<file path="src/rtl/tl_pkg.sv">
// Shared TileLink-UL definitions for the peripheral register socket: opcodes,
// FSM state encoding and the latched D-channel response record.
package tl_pkg;

  localparam int TL_OP_W   = 3;
  localparam int TL_SIZE_W = 3;
  localparam int TL_SRC_W  = 2;
  localparam int TL_DATA_W = 32;

  localparam logic [TL_OP_W-1:0] TL_PUT_FULL        = 3'd0;
  localparam logic [TL_OP_W-1:0] TL_PUT_PARTIAL     = 3'd1;
  localparam logic [TL_OP_W-1:0] TL_GET             = 3'd4;
  localparam logic [TL_OP_W-1:0] TL_ACCESS_ACK      = 3'd0;
  localparam logic [TL_OP_W-1:0] TL_ACCESS_ACK_DATA = 3'd1;

  typedef enum logic {
    ST_IDLE = 1'b0,
    ST_RESP = 1'b1
  } tl_state_e;

  typedef struct packed {
    logic [TL_OP_W-1:0]   opcode;
    logic [TL_SIZE_W-1:0] size;
    logic [TL_SRC_W-1:0]  source;
    logic [TL_DATA_W-1:0] data;
    logic                 error;
  } tl_d_rsp_t;

endpackage

</file>
<file path="src/rtl/tl_ul_addr_decode.sv">
// Combinational A-beat decode: register index plus a single error flag covering
// opcode, size, alignment and address-range violations.
module tl_ul_addr_decode
  import tl_pkg::*;
#(
  parameter int                    ADDR_WIDTH   = 32,
  parameter int                    SIZE_WIDTH   = 3,
  parameter int                    OPCODE_WIDTH = 3,
  parameter int                    NUM_REGS     = 8,
  parameter int                    IDX_W        = 3,
  parameter logic [ADDR_WIDTH-1:0] BASE_ADDR    = '0
) (
  input  logic [ADDR_WIDTH-1:0]   address,
  input  logic [SIZE_WIDTH-1:0]   size,
  input  logic [OPCODE_WIDTH-1:0] opcode,
  output logic [IDX_W-1:0]        index,
  output logic                    error
);

  logic [ADDR_WIDTH-1:0] offset;
  logic [ADDR_WIDTH-1:0] word;
  logic                  op_ok;
  logic                  size_ok;
  logic                  align_ok;
  logic                  below;
  logic                  out_of_range;

  always_comb begin
    offset       = address - BASE_ADDR;
    word         = offset >> 2;
    op_ok        = (opcode == TL_GET) || (opcode == TL_PUT_FULL) ||
                   (opcode == TL_PUT_PARTIAL);
    size_ok      = (size <= SIZE_WIDTH'(2));
    align_ok     = 1'b0;
    case (size)
      SIZE_WIDTH'(0): align_ok = 1'b1;
      SIZE_WIDTH'(1): align_ok = ~address[0];
      SIZE_WIDTH'(2): align_ok = (address[1:0] == 2'b00);
      default:        align_ok = 1'b0;
    endcase
    below        = (address < BASE_ADDR);
    out_of_range = (word >= ADDR_WIDTH'(NUM_REGS));
    index        = word[IDX_W-1:0];
    error        = ~op_ok | ~size_ok | ~align_ok | below | out_of_range;
  end

endmodule

</file>
<file path="src/rtl/tl_ul_periph_regs.sv">
// TileLink-UL slave terminating A/D channels in a bank of 32-bit registers, one
// transaction outstanding. Optional TL_REGS_ID_REG_EN makes register 0 a read-only ID.
module tl_ul_periph_regs
  import tl_pkg::*;
#(
  parameter int                    ADDR_WIDTH   = 32,
  parameter int                    DATA_WIDTH   = 32,
  parameter int                    MASK_WIDTH   = DATA_WIDTH / 8,
  parameter int                    SIZE_WIDTH   = 3,
  parameter int                    SRC_WIDTH    = 2,
  parameter int                    SINK_WIDTH   = 1,
  parameter int                    OPCODE_WIDTH = 3,
  parameter int                    PARAM_WIDTH  = 3,
  parameter int                    NUM_REGS     = 8,
  parameter logic [ADDR_WIDTH-1:0] BASE_ADDR    = 32'h0000_0000,
  parameter logic [DATA_WIDTH-1:0] ID_VALUE     = 32'h544C_0001
) (
  input  logic                           clk,
  input  logic                           reset,
  input  logic                           a_valid,
  output logic                           a_ready,
  input  logic [OPCODE_WIDTH-1:0]        a_opcode,
  input  logic [PARAM_WIDTH-1:0]         a_param,
  input  logic [SIZE_WIDTH-1:0]          a_size,
  input  logic [SRC_WIDTH-1:0]           a_source,
  input  logic [ADDR_WIDTH-1:0]          a_address,
  input  logic [MASK_WIDTH-1:0]          a_mask,
  input  logic [DATA_WIDTH-1:0]          a_data,
  output logic                           d_valid,
  input  logic                           d_ready,
  output logic [OPCODE_WIDTH-1:0]        d_opcode,
  output logic [PARAM_WIDTH-1:0]         d_param,
  output logic [SIZE_WIDTH-1:0]          d_size,
  output logic [SRC_WIDTH-1:0]           d_source,
  output logic [SINK_WIDTH-1:0]          d_sink,
  output logic [DATA_WIDTH-1:0]          d_data,
  output logic                           d_error,
  output logic [NUM_REGS*DATA_WIDTH-1:0] reg_q
);

  // state   | meaning
  // IDLE    | a_ready high, waiting for an A beat
  // RESP    | response latched, d_valid high until d_ready

  localparam int IDX_W = (NUM_REGS > 1) ? $clog2(NUM_REGS) : 1;

  tl_state_e             state_q, state_d;
  tl_d_rsp_t             rsp_q, rsp_d;
  logic [DATA_WIDTH-1:0] regs_q [NUM_REGS];
  logic [DATA_WIDTH-1:0] regs_d [NUM_REGS];

  logic [IDX_W-1:0] dec_index;
  logic             dec_error;
  logic             is_get;
  logic             is_put;
  logic             acc_error;

  logic unused_a_param;
  assign unused_a_param = ^a_param;

  tl_ul_addr_decode #(
    .ADDR_WIDTH  (ADDR_WIDTH),
    .SIZE_WIDTH  (SIZE_WIDTH),
    .OPCODE_WIDTH(OPCODE_WIDTH),
    .NUM_REGS    (NUM_REGS),
    .IDX_W       (IDX_W),
    .BASE_ADDR   (BASE_ADDR)
  ) u_decode (
    .address(a_address),
    .size   (a_size),
    .opcode (a_opcode),
    .index  (dec_index),
    .error  (dec_error)
  );

  function automatic logic [DATA_WIDTH-1:0] reset_value(input int idx);
`ifdef TL_REGS_ID_REG_EN
    return (idx == 0) ? ID_VALUE : '0;
`else
    return (idx == 0) ? '0 : '0;
`endif
  endfunction

  always_comb begin
    is_get    = (a_opcode == TL_GET);
    is_put    = (a_opcode == TL_PUT_FULL) || (a_opcode == TL_PUT_PARTIAL);
    acc_error = dec_error;
`ifdef TL_REGS_ID_REG_EN
    // The ID register never takes a write; the Put is refused rather than ignored.
    if (is_put && (dec_index == '0)) acc_error = 1'b1;
`endif
  end

  always_comb begin
    state_d = state_q;
    rsp_d   = rsp_q;
    regs_d  = regs_q;
    case (state_q)
      ST_IDLE: begin
        if (a_valid) begin
          rsp_d.opcode = is_get ? TL_ACCESS_ACK_DATA : TL_ACCESS_ACK;
          rsp_d.size   = a_size;
          rsp_d.source = a_source;
          rsp_d.error  = acc_error;
          rsp_d.data   = (is_get && !acc_error) ? regs_q[dec_index] : '0;
          if (is_put && !acc_error) begin
            for (int b = 0; b < MASK_WIDTH; b++) begin
              if (a_mask[b]) regs_d[dec_index][8*b +: 8] = a_data[8*b +: 8];
            end
          end
          state_d = ST_RESP;
        end
      end
      ST_RESP: begin
        if (d_ready) state_d = ST_IDLE;
      end
      default: state_d = ST_IDLE;
    endcase
  end

  always_ff @(posedge clk or negedge reset) begin
    if (!reset) begin
      state_q <= ST_IDLE;
      rsp_q   <= '0;
      for (int i = 0; i < NUM_REGS; i++) regs_q[i] <= reset_value(i);
    end else begin
      state_q <= state_d;
      rsp_q   <= rsp_d;
      regs_q  <= regs_d;
    end
  end

  assign a_ready  = (state_q == ST_IDLE);
  assign d_valid  = (state_q == ST_RESP);
  assign d_opcode = rsp_q.opcode;
  assign d_size   = rsp_q.size;
  assign d_source = rsp_q.source;
  assign d_data   = rsp_q.data;
  assign d_error  = rsp_q.error;
  assign d_param  = '0;
  assign d_sink   = '0;

  for (genvar i = 0; i < NUM_REGS; i++) begin : g_export
    assign reg_q[DATA_WIDTH*i +: DATA_WIDTH] = regs_q[i];
  end

endmodule

</file>
<file path="config.mk">
export PLATFORM = sky130hd
export DESIGN_NAME = tl_ul_periph_regs
export DESIGN_NICKNAME = d
export VERILOG_FILES = /design/src/rtl/tl_pkg.sv /design/src/rtl/tl_ul_addr_decode.sv /design/src/rtl/tl_ul_periph_regs.sv
export SDC_FILE = /design/constraint.sdc
export NUM_CORES = 1
export LEC_CHECK = 0
export CAP_MARGIN = 25
export CORE_MARGIN = 2
export CORE_UTILIZATION = 50
export CTS_CLUSTER_DIAMETER = 150
export DETAILED_ROUTE_END_ITERATION = 12
export PLACE_DENSITY_LB_ADDON = 0.1
export SYNTH_ARGS = -nofsm -noshare
export SYNTH_HDL_FRONTEND = slang
export SYNTH_HIERARCHICAL = 1
export SYNTH_SLANG_ARGS = --single-unit
</file>
<file path="constraint.sdc">
create_clock -name clk -period 4.62 [get_ports clk]
set_input_delay 0.462 -clock clk [delete_from_list [all_inputs] [get_ports clk]]
set_output_delay 0.462 -clock clk [all_outputs]
set_load 0.005 [all_outputs]
</file>
After elaboration in Yosys (flattened, before gate mapping)
Index checks and enable logic that the tools add are counted.
Widths: inputs -> output; s select.
{ "classes": {"magnitude_cmp": 5, "eq_ne": 4, "n_mux": 34, "bitwise": 10, "reduce_logical": 12} }
{ "op_table": {"columns": ["cell", "count"], "rows": [
  ["$mux 256", 13],
  ["$bwmux 256", 4],
  ["$demux 32 s3", 4],
  ["$mux 32", 4],
  ["$bmux 32 s3", 1],
  ["$lt 32x1->1 const B", 1],
  ["$ge 30x4->1 const B", 1],
  ["$mux 24", 1],
  ["$mux 16", 1],
  ["$mux 8", 1],
  ["$eq 3x1->1 const B", 2],
  ["$logic_not 3->1", 2],
  ["$not 1->1", 5],
  ["$ge 4x4->1 const B", 1],
  ["$lt 4x1->1 const B", 1],
  ["$not 3->4", 1],
  ["$or 1x1->1", 4],
  ["$eq 3x2->1 const B", 1],
  ["$eq 3x3->1 const B", 1],
  ["$le 3x2->1 const B", 1],
  ["$logic_and 1x1->1", 3],
  ["$logic_or 1x1->1", 3],
  ["$mux 1", 3],
  ["$pmux 1 s3", 1],
  ["other kinds (5)", 5]
]} }
{ "totals": {"register_bits": 298, "in_bits": 83, "out_inout_bits": 303, "word_cells": 79} }

Longest topological paths before layout
Gate-level depths: netlist (run 1).
{ "logic_depth": {"word_depth": 25, "mapped_depth": 8} }

Cells and area by module
Netlist (run 1), hierarchy kept.
{ "by_module_without_submodules": {"columns": ["mod", "instances", "cells_per_inst", "area_per_inst_um2"], "rows": [
  ["tl_ul_periph_regs", 1, 945, 13267.7],
  ["tl_ul_addr_decode", 1, 17, 126.4]
]} }

Worst setup path after synthesis (run 1)
Ideal clock, no wire load.
{ "synth_timing": {"path_type": "input-to-reg", "start": "input a_address[13]", "end": "register regs_q, in the netlist reg_q[192]", "setup_time_ps": 125, "arrival_ps": 2885, "path_slack_ps": 1610, "path_stages": 8, "path_buffers": 1, "cell_sequence": "or4_1 > a2111oi_2 > nand4_1 > or4b_4 > nor3b_2 > buf_6 > nand3_4 > mux2_2"} }
{ "synth_via": {"elab_chain_len": 6, "elab_cells_between_ends": 7, "classes_between": "order compare (2); bitwise (2); reduce/logical (3)"} }
{ "synth_rtl": {"columns": ["element", "line", "rtl"], "rows": [
  ["start, declared", "tl_ul_periph_regs.sv:26", "input logic [ADDR_WIDTH-1:0] a_address,"],
  ["$lt 32x1->1", "tl_ul_addr_decode.sv:41", "below = (address < BASE_ADDR);"],
  ["$or 1x1->1", "tl_ul_addr_decode.sv:44", "error = ~op_ok | ~size_ok | ~align_ok | below | out_of_range;"],
  ["$or 1x1->1 (*)", "tl_ul_addr_decode.sv:44", null],
  ["via acc_error", "tl_ul_periph_regs.sv:56", "logic acc_error;"],
  ["$logic_not 1->1 (*)", "tl_ul_periph_regs.sv:106", "if (is_put && !acc_error) begin"],
  ["$logic_and 1x1->1 (*)", "tl_ul_periph_regs.sv:106", null],
  ["$reduce_and 3->1 (no line) (*)", null, null],
  ["end signal, assigned", "tl_ul_periph_regs.sv:129", "regs_q <= regs_d;"],
  ["end, declared", "tl_ul_periph_regs.sv:49", "logic [DATA_WIDTH-1:0] regs_q [NUM_REGS];"]
]} }
Mark *: on every way through the listed nets, which the timed path passes. The rest lies on a longest branch.
A chain may end at the register's enable or synchronous reset.

Worst setup path in the final report (run 1)
{ "layout_timing": {"start": "input a_address[12]", "end": "register regs_q, in the netlist reg_q[205]"} }
The elaborated chain is that of the path after synthesis.

==> results.py, run 1 <==
metrics = {
    "outcome": {
        "outcome": "complete, but fails checks",
        "failed_checks": "negative hold slack",
    },
    "timing": {
        "whs_ns": -0.0476,
        "hold_violations": 28,
        "max_freq_mhz": 296,
        "relSlewSlack_pct": 37.0,
        "clock-skew-final_ns": 0.0145,
        "slew_violations": 0,
        "timing.final.crit_share_pct": 73.1,
        "final-setup-viol-count": 0,
        "worst_slew_pin_slew_ns": 0.945,
        "period_needed_ns": 3.38,
        "finalSetupTns_ns": 0,
        "rsz0062_at_grt": "no",
    },
    "routing": {
        "dr.pass1.iters": 4,
        "vias": 9587,
        "totalWireLength_mm": 40.8,
        "drtAntennaViolNets": 0,
        "drt-initial-drc-count": 634,
        "viasPerCell": 5.64,
        "wire_per_inst_um": 24.0,
        "drc_errors": 0,
    },
    "critical_path": {
        "path_cells": "clkdlybuf4s50_1 > or4_1 > a2111oi_2 > nand4_1 > or4b_4 > nor3b_2 > buf_4 > nand3_4 > mux2_2",
        "crit_arrival_ns": 3.81,
        "r2r_cells": 5,
        "critPathKind": "input pin to register",
        "r2r_start": "d_valid$_DFF_PN0_",
        "cp_num_buf_inv": 2,
        "cp-end-kind": "register",
        "start_kind": "input pin",
        "worstPathRequired_ns": 5.05,
        "slowest_stage": "or4b_4",
        "rr_endpoint": "reg_q[205]$_DFFE_PN0P_",
        "r2r_slack_ns": 2.41,
        "crit_cells": 9,
        "critPathTopFamily": "simple AND/OR/NAND/NOR gates",
        "critical_path.max_stage_delay_ns": 0.63,
        "crit_fanout": 8,
    },
    "layout": {
        "final_common_cell": "clkdlybuf4s50_1",
        "syn2layout_area_growth_pct": 38.4,
        "fin_cells": 1701,
        "drive_gt1_share_pct": 28.3,
        "fin_area_sq_mm": 0.0185,
        "layout_common_cells": "clkdlybuf4s50_1 (373), dfrtp_1 (296), mux2_2 (261), mux2i_1 (118), nand2_1 (60)",
        "nets": 1424,
    },
    "logic_synthesis": {
        "synthCells": 962,
        "postSynthAreaPerCell_sq_um": 13.9,
        "synth_flop_cell": "dfrtp_1",
        "synth_top_area_share_pct": 55.3,
        "ys_seq_area_share_pct": 55.3,
        "ys_warn_count": 6,
        "synth_area_leader_cell": "dfrtp_1",
        "syn_area_sq_mm": 0.0134,
        "ys_types": 41,
        "synth.area.top_cells": "dfrtp_1 (55%), mux2_2 (22%), mux2i_1 (8.8%)",
        "ys_ff_latch": 296,
        "synth-async-reset-ratio_pct": 100,
        "synth_edf_count": 0,
    },
    "power_and_ir_drop": {
        "p_clk_share_pct": 46.8,
        "power_mw": 5.54,
        "peakVddDrop_mv": 0.233,
        "internal_power_mw": 4.30,
        "seqPwrFrac_pct": 47.2,
        "power_leakage_nw": 9.05,
        "p_per_area_mw_per_mm2": 299,
        "p_switching_mw": 1.24,
        "swShare_pct": 22.4,
        "comb_power_share_pct": 6.0,
    },
    "place": {
        "dp_cells": 1643,
        "gp_congestion": 0.810,
        "dpl_cell_area_sq_mm": 0.0175,
        "numPortBuffers": 376,
        "dpl.hpwl_mm": 27.6,
    },
    "clock_network": {
        "cts_sinks": 296,
        "cts_tree": "yes",
        "h-tree-depth": 1,
        "cts.repair.resized": 0,
        "cts_buffers": 31,
        "insertion_delay_ns": 0.55,
        "cts-hold-fix-buffers": 0,
        "root_buffer": "clkbuf_16",
        "clk_pin_slew_ns": 0.06,
        "cts_buffer_depth": 3,
        "post-cts-setup-buffers": 0,
    },
    "floorplanning": {
        "core_sq_mm": 0.0262,
        "rows": 59,
        "initial_core_util_pct": 51.1,
        "die_area_sq_mm": 0.0281,
        "die_w_um": 168,
        "die_h_um": 168,
        "pin_count": 386,
    },
    "run": {
        "maxCapViolCount": 0,
    },
    "grt": {
        "grt_pass1_wl_mm": 61.9,
        "grt_pass1_vias": 10200,
        "overflow": 0,
        "grt.total_usage_pct": 28.9,
        "grt_max_degree": 111,
        "grt_antenna_before_repair": 1,
    },
    "hold_path": {
        "min_path_type": "input pin to asynchronous set/reset pin",
    },
}
-- Yosys cell counts, types with 2 or more instances --
master,n
nor3b_2,4
mux4_2,4
nor4_1,4
nand3_4,4
nor3_1,2
o22ai_1,59
or2_2,2
nand2_2,5
a31oi_1,2
o21ai_0,31
buf_1,4
buf_4,11
clkbuf_1,18
nor2_2,2
nand2_1,60
nor2_1,4
mux2_2,261
or4_1,2
a22o_1,3
mux2_1,3
buf_6,4
nand2b_1,5
buf_2,13
nor3b_1,2
dfrtp_1,296
nand2_4,24
inv_1,2
mux2i_1,118
-- kinds of logic (layout without fill, tap and decap cells) --
family,count (synthesis),count (layout),share of synthesized area [%]
mux,386,386,31.7
buf+inv,52,450,2.11
simple gates,128,128,6.37
other cells,1,7,0.0280
compound gates,99,99,4.50
flops,296,296,55.3
-- through the flow --
stage	setup WS, ns	util [%]
detailed placement	0.692	66.6
global placement	0.705	66.6
CTS	1.26	70.7
global route	1.13	70.7
floorplan	1.61	-
finish	1.24	70.7
-- layer usage --
metal	wire length [um]	vias up	GRT usage [%]
met5	0	-	0
met4	1190	0	8.88
met3	3150	72	7.94
met2	19300	335	48.0
met1	17200	4889	37.1
li1	-	4291	-
-- final cells by class --
cell class / instances / area, sq um
antenna: 1 / 2.50
clock buffer: 45 / 938
clock inverter: 12 / 140
fill: 1911 / 7670
inverter: 2 / 7.51
multi-input combinational: 619 / 5740
sequential: 296 / 7410
tap: 335 / 419
timing repair buffer: 391 / 3890
-- flip-flops by register name, indices dropped and copies added, names as in the netlist --
name and flops:
d_source 2, reg_q 256, d_data 32, d_opcode 1, d_size 3, d_error 1, d_valid 1
-- power by group through the flow --
stage               Clock [mW]  Sequential, mW  Combinational, mW
detailed placement           0            2.66              0.334
CTS                       2.63            2.61              0.336
global route              2.73            2.61              0.354
global placement             0            2.66              0.334
finish                    2.60            2.61              0.332
floorplan                    0            2.66              0.115
-- worst max path at each step --
stage                        from                      to  slack (ns)
floorplan           a_address[13]  reg_q[192]$_DFFE_PN0P_        1.61
global placement    a_address[12]  reg_q[200]$_DFFE_PN0P_        0.71
detailed placement  a_address[12]  reg_q[206]$_DFFE_PN0P_        0.69
CTS                 a_address[12]  reg_q[206]$_DFFE_PN0P_        1.26
global route        a_address[12]  reg_q[206]$_DFFE_PN0P_        1.13
finish              a_address[12]  reg_q[205]$_DFFE_PN0P_        1.24
Note: power is estimated with default switching activity, not from simulation.
==> run 2, diff against run 1 <==
--- a/config.mk
+++ b/config.mk
@@ -7,7 +7,7 @@
 export LEC_CHECK = 0
 export CAP_MARGIN = 25
 export CORE_MARGIN = 2
-export CORE_UTILIZATION = 50
+export CORE_UTILIZATION = 43
 export CTS_CLUSTER_DIAMETER = 150
 export DETAILED_ROUTE_END_ITERATION = 12
 export PLACE_DENSITY_LB_ADDON = 0.1
==> constraint.sdc (replaced) <==
create_clock -name clk -period 2.8 [get_ports clk]
set_input_delay 0.28 -clock clk [delete_from_list [all_inputs] [get_ports clk]]
set_output_delay 0.28 -clock clk [all_outputs]
set_load 0.005 [all_outputs]
==> results.py, run 2 (synthesis results as in run 1) <==
metrics = {
    "outcome": {
        "outcome": "finished clean",
    },
    "timing": {
        "max_freq_mhz": 366,
        "worst_slew_pin_slew_ns": 0.863,
        "worst_slack_ns": 0.0702,
        "timing.final.crit_share_pct": 97.5,
        "slew_violations": 0,
        "final-setup-viol-count": 0,
        "hold_violations": 0,
        "clock-skew-final_ns": 0.0130,
        "period_needed_ns": 2.73,
        "relSlewSlack_pct": 42.3,
    },
    "layout": {
        "regArea_sq_mm": 0.00741,
        "final_common_cell": "clkdlybuf4s50_1",
        "nets": 1452,
        "fin_cells": 1791,
        "multi_input_area_sq_mm": 0.00580,
        "drive_gt1_share_pct": 29.6,
        "largest_reg_flops": 256,
        "syn2layout_area_growth_pct": 42.2,
        "fill_cells": 2442,
        "fin_area_sq_mm": 0.0191,
        "layout_common_cells": "clkdlybuf4s50_1 (367), dfrtp_1 (296), mux2_2 (259), mux2i_1 (118)",
    },
    "clock_network": {
        "cts_tree": "yes",
        "cts_buffers": 34,
        "clk_pin_slew_ns": 0.06,
        "h-tree-depth": 2,
        "insertion_delay_ns": 0.50,
        "root_buffer": "clkbuf_16",
        "cts_sinks": 296,
        "post-cts-setup-buffers": 0,
        "cts_buffer_depth": 3,
    },
    "critical_path": {
        "r2r_start": "d_valid$_DFF_PN0_",
        "worstPathRequired_ns": 3.18,
        "crit_arrival_ns": 3.11,
        "start_kind": "input pin",
        "startpoint": "a_address[21]",
        "cp-end-kind": "register",
        "crit_fanout": 8,
        "critPathKind": "input pin to register",
        "r2r_slack_ns": 0.68,
        "r2r_cells": 5,
    },
    "grt": {
        "grtUsageMet1_pct": 34.1,
        "grt_busiest_layer": "met2",
        "grt_use_met2_pct": 44.8,
        "grt.total_usage_pct": 26.6,
        "overflow": 0,
        "use_met3_pct": 7.05,
        "grt_pass1_wl_mm": 65.9,
        "grt_max_degree": 94,
        "grt_antenna_before_repair": 2,
        "grt_pass1_vias": 10400,
    },
    "power_and_ir_drop": {
        "power_leakage_nw": 9.28,
        "power_mw": 9.42,
        "peakVddDrop_mv": 0.428,
        "p_per_area_mw_per_mm2": 495,
    },
    "routing": {
        "drtAntennaViolNets": 0,
        "drt-initial-drc-count": 460,
        "wire_per_inst_um": 24.3,
        "vias": 9695,
        "viasPerCell": 5.41,
        "totalWireLength_mm": 43.5,
        "dr.pass1.iters": 4,
        "drc_errors": 0,
    },
    "place": {
        "dp_cells": 1728,
        "dpl.hpwl_mm": 30.2,
        "dpl_worst_slack_ns": -0.579,
        "numPortBuffers": 376,
        "gp_congestion": 0.784,
        "dpl_cell_area_sq_mm": 0.0178,
    },
    "run": {
        "maxCapViolCount": 0,
    },
    "floorplanning": {
        "initial_core_util_pct": 43.7,
        "die_area_sq_mm": 0.0326,
        "die_h_um": 180,
        "core_sq_mm": 0.0307,
        "pin_count": 386,
        "die_w_um": 180,
        "rows": 64,
    },
    "hold_path": {
        "min_path_cells": 2,
        "min_path_type": "input pin to register",
        "worstHoldStart": "d_ready",
    },
}
==> run 2: cell types whose count changed in the layout (fill, tap and decap cells not counted), sizes merged, moves of 2 or more <==
| cell | delta |
|---|---|
| buf | +24 |
| bufinv | -2 |
| clkbuf | +11 |
| clkdlybuf4s50 | -6 |
| clkinv | -5 |
| dlygate4sd2 | +5 |
==> run 2: critical path, stage by stage <==
cell and delay (ns):
clkdlybuf4s50_1 0.48, or3_1 0.41, nor3_2 0.17, nand4_1 0.12
or4b_4 0.67, nor3b_4 0.26, buf_12 0.18, nand3_4 0.16
mux2_4 0.37
==> run 2: where the power goes <==
part           total [mW]  switching, mW  internal [mW]
registers            4.31         0.0110           4.30
logic               0.597          0.353          0.244
clock network        4.52           1.73           2.79
==> run 2: worst paths after layout <==
path | to
hold / removal | d_valid$_DFF_PN0_
min in group asynchronous | d_data[14]$_DFFE_PN0P_
setup reg to reg | reg_q[202]$_DFFE_PN0P_
hold reg to reg | d_data[13]$_DFFE_PN0P_
max in group asynchronous | reg_q[101]$_DFFE_PN0P_
setup / recovery | reg_q[202]$_DFFE_PN0P_
==> run 2: area by class of cell <==
type / count / area share [%]
multi-input combinational: 619 / 30.5
timing repair buffer: 416 / 21.9
antenna: 2 / 0.0263
inverter: 2 / 0.0394
clock inverter: 4 / 0.250
clock buffer: 56 / 5.81
sequential: 296 / 38.9
tap: 396 / 2.60
==> run 2: metal layers <==
metal | vias up | part of all wire, %
li1 | 4339 | -
met5 | - | 0
met1 | 4962 | 42
met2 | 343 | 49
met4 | 0 | 2.0
met3 | 51 | 7.2
==> run 2: metrics by stage <==
step	setup TNS (ns)	hold WS, ns	util [%]
CTS	0	0.376	62.1
detailed placement	-127.24	0.369	58.1
floorplan	0	-0.0156	-
finish	0	0.384	62.1
global route	-0.000868	0.372	62.1
global placement	-116.54	0.365	58.1
==> run 2: repair_timing <==
action,in CTS,in global routing
hold buffers,1,0
endpoints found under the hold margin,85,0
endpoints found under the setup margin,59,164
pin swaps,8,9
gates resized for setup,14,3
==> edit 1 (settings of run 1) <==
Reset style: synchronous (`reset`), changed in one clocked block.
--- a/src/rtl/tl_ul_periph_regs.sv
+++ b/src/rtl/tl_ul_periph_regs.sv
@@ -118,7 +118,7 @@
     endcase
   end
 
-  always_ff @(posedge clk or negedge reset) begin
+  always_ff @(posedge clk) begin
     if (!reset) begin
       state_q <= ST_IDLE;
       rsp_q   <= '0;
Function: not settled (the Yosys comparison gave no result); the edit may change what the design does.
==> edit 1 against run 1 <==
- cell area is 5.2% lower
- critical path depth down 1
- routed wire length rose by 7.9%
- power down 0.95%
- count of clock-buffer cells in the layout increased by 1
- maximum frequency decreased by 2.2%
- sequential power decreased by 2%
- synthesized area fell by 6.9%
- register-to-register slack got worse by 190 ps
- worst setup slack got worse by 77 ps
- sequential cell count is the same
- combinational power is 5% lower
- clock skew shrank 9.0 ps
- largest power group is now clock
- highest routed layer unchanged
==> edit 1: results (changes against run 1) <==
share of flip-flops with an asynchronous set or reset=0% (was 100.0%); DR top layer=met4 (unchanged); Critical Path Source=a_address[10] (was a_address[12]); initial DRC count=1104 (was 634); outcome=finished clean (was finished with violations); RR Endpoint=reg_q[32] (was reg_q[205]); post-CTS setup buffer count=0 (unchanged); HP Class=reg -> reg (was in -> async); WS Path Type=in -> reg (unchanged); share of layout cells above drive strength 1=15.16% (was 28.28%); register area share after synthesis=47.53% (was 55.30%); Total GRT Usage=32.20% (was 28.87%); Worst Skew=5.525 ps (was 14.53 ps); Yosys warnings=6 (unchanged); fill cell count=1919 (was 1911); synth top area cells=dfxtp_1 48%, a31o_2 6.7%, mux2i_1 6.6% (was dfrtp_1 55%, mux2_2 22%, mux2i_1 8.8%); Critical R2R Launch=d_valid (unchanged); htree depth=1 (unchanged); CP peak stage delay=580 ps (was 630 ps); gpl congestion=0.8540 (was 0.8096); largest net degree at the start of global routing=133 (was 111); critical path peak fanout=19 (was 8); routed len/inst=21.62 µm (was 23.98 µm); arrival time at the worst endpoint=3890 ps (was 3810 ps); Num CTS Buffers=30 (was 31); worst skew pair latency=550 ps (about the same); flip-flop count of the largest register after layout=256 (unchanged); DRT met1 WL=17400 µm (was 17160 µm); post-synth cell types=50 (was 41); CTS Root Cell=clkbuf_16 (unchanged); # nets final=1768 (was 1424); # port buffers=376 (unchanged); maximum VDD drop=0.1995 mV (was 0.2329 mV); cell with the largest stage delay on the worst path=nand4_1 (was or4b_4); P_sw=1.214 mW (was 1.238 mW); Post-CTS Resized=0 (unchanged); DR WL met2=21280 µm (was 19300 µm); drt first pass iters=5 (was 4); Reg clk slew, reported paths=60 ps (about the same); R2R setup slack=2220 ps (was 2410 ps); Slew Limit Headroom=41.43% (was 36.99%); Leakage=6.597 nW (was 9.051 nW); initial antenna violation count=4 (was 1); synth cell count leaders=296 x dfxtp_1, 137 x o21ai_0, 112 x nand3_1 (was 296 x dfrtp_1, 261 x mux2_2, 118 x mux2i_1); DP Wirelength=30200 µm (was 27610 µm); Worst R2R Path Depth=4 (was 5); WL met3=3660 µm (was 3150 µm); via count=11948 (was 9587); clk buf depth=3 (unchanged); family with the most delay on the worst path=simple AND/OR/NAND/NOR gates (unchanged); global-route wire length before repair=65960 µm (was 61930 µm); vias in the first global route=11416 (was 10186)
## edit 1: changes by cell type in the layout (fill, tap and decap cells not counted), sizes merged, moves of 33 or more
cell	run 1	this run
mux2i	118	82
a31o	0	96
a22oi	0	33
mux2	264	42
dfxtp	0	296
dfrtp	296	0
o22ai	59	8
a21oi	0	46
o21ai	31	137
nor2	7	98
nand3	4	112
## edit 1: worst register-to-register path: cells and delay by family (launching register included)
family | cells | cell delay (ps)
AOI/OAI and AO/OA | 1 | 510
buffers and inverters | 1 | 340
DFF | 1 | 390
and+or+nand+nor | 2 | 1050
## edit 1: final cells by class
type,instances,area share [%]
multi-input cells,937,34.38
flip-flops and latches,296,33.72
clock buffers,46,5.076
well taps,324,2.307
inverters,2,0.04271
clock inverters,9,0.9824
diodes,4,0.05695
repair buffers,418,23.44
## edit 1: worst min path at each step
stage	startpoint	end	slack, ps	cells past startpoint
after floorplan	d_error	d_error	460	2
after global placement	d_data[10]	d_data[10]	450	1
after detailed placement	d_data[13]	d_data[13]	460	1
after CTS	d_size[1]	d_size[1]	470	2
after global routing	d_data[13]	d_data[13]	480	1
final	d_size[1]	d_size[1]	470	2
## edit 1: power by group through the flow
stage,Combinational (mW),Clock (mW),Sequential [mW]
2_1_floorplan,0.159,0,2.62
3_3_place_gp,0.304,0,2.62
3_5_place_dp,0.308,0,2.62
4_1_cts,0.309,2.63,2.56
5_1_grt,0.332,2.72,2.56
6_report,0.314,2.61,2.56
## edit 1: cell families after synthesis
| family | count (synthesis) | share of synthesized area, % |
|---|---|---|
| simple gates | 413 | 16.01 |
| buf+inv | 123 | 4.405 |
| compound gates | 394 | 21.66 |
| mux | 124 | 10.38 |
| flops | 296 | 47.53 |
| other cells | 1 | 0.03008 |
## edit 1: through the flow
step / setup WS, ps / cell area (µm²) / cells
CTS: 1232 / 17570 / 2032
detailed placement: 672.0 / 16500 / 1977
global placement: 743.9 / 16470 / 1976
global route: 1008 / 17570 / 2035
finish: 1165 / 17580 / 2036
floorplan: 1821 / 12490 / 1356
## edit 1: routing by layer
metal	vias to the layer above	GRT usage, %
li1	5615	-
met1	5672	39.63
met2	561	55.69
met3	100	6.537
met4	0	12.15
met5	-	0
==> edit 2 (config.mk and constraints of run 1) <==
Made on the original files. Add a define of `TL_REGS_ID_REG_EN`.
--- a/src/rtl/tl_ul_periph_regs.sv
+++ b/src/rtl/tl_ul_periph_regs.sv
@@ -1,5 +1,7 @@
 // TileLink-UL slave terminating A/D channels in a bank of 32-bit registers, one
 // transaction outstanding. Optional TL_REGS_ID_REG_EN makes register 0 a read-only ID.
+`define TL_REGS_ID_REG_EN
+
 module tl_ul_periph_regs
   import tl_pkg::*;
 #(
Check against the original RTL: not settled (the Yosys comparison gave no result); the edit may change what the design does.
==> edit 2 against run 1 <==
- the flow still finishes with violations (hold timing)
- power fell by 1.7%
- cell area is 3.5% lower
- sequential power about the same
- worst setup slack got worse by 150 ps
- synthesized area fell by 3.8%
- routed wire length about the same
- sequential cell count unchanged
- clock power decreased by 5%
- highest routed layer unchanged
==> edit 2: results (changes against run 1) <==
number of non-clock buffers in the layout=388 (was 391); HP Class=in -> async (unchanged); global-route wire length before repair=60030 µm (was 61930 µm); Reg clk slew, reported paths=60 ps (about the same); arrival time at the worst endpoint=3970 ps (was 3810 ps); gpl congestion=0.8255 (was 0.8096); synth top area cells=dfrtp_1 56%, mux2_2 20%, mux4_2 4.2% (was dfrtp_1 55%, mux2_2 22%, mux2i_1 8.8%); DP Wirelength=27720 µm (was 27610 µm); # diodes=6 (was 1); RR Endpoint=reg_q[32] (was reg_q[205]); R2R setup slack=2040 ps (was 2410 ps); PwrDens=304.3 nW/µm² (was 298.8 nW/µm²); buffering overhead=21.77% (was 20.98%); cell with the largest stage delay on the worst path=nor3_1 (was or4b_4); largest net degree at the start of global routing=121 (was 111); Sw Share=22.68% (was 22.36%); Clk power=2.48 mW (was 2.60 mW); drt first pass iters=5 (was 4); mux share of post-synthesis cell area=27.29% (was 31.69%); failing checks=hold timing (unchanged); synth cell count leaders=289 x dfrtp_1, 230 x mux2_2, 53 x clkbuf_1 (was 296 x dfrtp_1, 261 x mux2_2, 118 x mux2i_1); Leakage=8.269 nW (was 9.051 nW); share of layout cells above drive strength 1=26.10% (was 28.28%); top cell type's share of synthesized area=56.12% (was 55.30%); crit path to=reg_q[80] (was reg_q[205]); Slew Limit Headroom=39.59% (was 36.99%); hold buffers post-CTS=0 (unchanged); initial DRC count=530 (was 634); Worst R2R Path Depth=4 (was 5); compound-cell area share of the yosys netlist=6.661% (was 4.503%); clock buffers=47 (was 45); register area share after synthesis=57.55% (was 55.30%); vias in the first global route=9673 (was 10186); routed wire length=40770 µm (was 40800 µm); multi-input gate share of the layout cell area=28.68% (was 30.94%); sequential share of cell area=41.46% (was 39.95%); Critical R2R Launch=d_valid (unchanged); maximum VDD drop=0.3053 mV (was 0.2329 mV); Fin Hold WS=-34.23 ps (was -47.59 ps); #MultiIn Comb=548 (was 619); post-synth cell types=54 (was 41); Critical Path Source=a_address[13] (was a_address[12]); Worst Skew=7.620 ps (was 14.53 ps); Adder-Cell Fraction of Synth Area=0% (unchanged); Hold Vio Cnt, Final=12 (was 28); # nets final=1350 (was 1424); fill cell count=1803 (was 1911); CP peak stage delay=710 ps (was 630 ps); Comb. pwr=347 µW (was 332 µW); outcome=finished with violations (unchanged); Via density=5.768 (was 5.636); initial antenna violation count=7 (was 1); Post-Synth XOR/XNOR Area=0% (unchanged); Total GRT Usage=29.78% (was 28.87%); clock network area share=5.666% (was 5.817%)
[edit 2: cell count changes after synthesis, moves of 20 or more]
| cell | change |
|---|---|
| mux2i_1 | -85 |
| o22ai_1 | -44 |
| clkbuf_1 | +35 |
| mux2_2 | -31 |
| nor2_1 | +26 |
| nand2_4 | -24 |
| mux4_2 | +20 |
[edit 2: metrics by stage]
step / hold WS (ps) / worst slack, ps / area, µm² / util, % / cells
floorplan: 166.4 / 1831 / 12900 / - / 927
global placement: 364.4 / 614.1 / 16830 / 66.65 / 1563
detailed placement: 365.3 / 584.8 / 16860 / 66.76 / 1564
CTS: 34.71 / 1153 / 17870 / 70.77 / 1621
global route: 48.99 / 945.1 / 17880 / 70.81 / 1625
finish: -34.23 / 1091 / 17890 / 70.83 / 1627
[edit 2: per-layer routing]
layer	vias up	routed length [µm]	track usage [%]
met5	-	0	0
met4	0	1162	9.447
met3	61	3596	7.182
met2	412	19860	50.10
met1	4824	16160	38.32
li1	4088	-	-
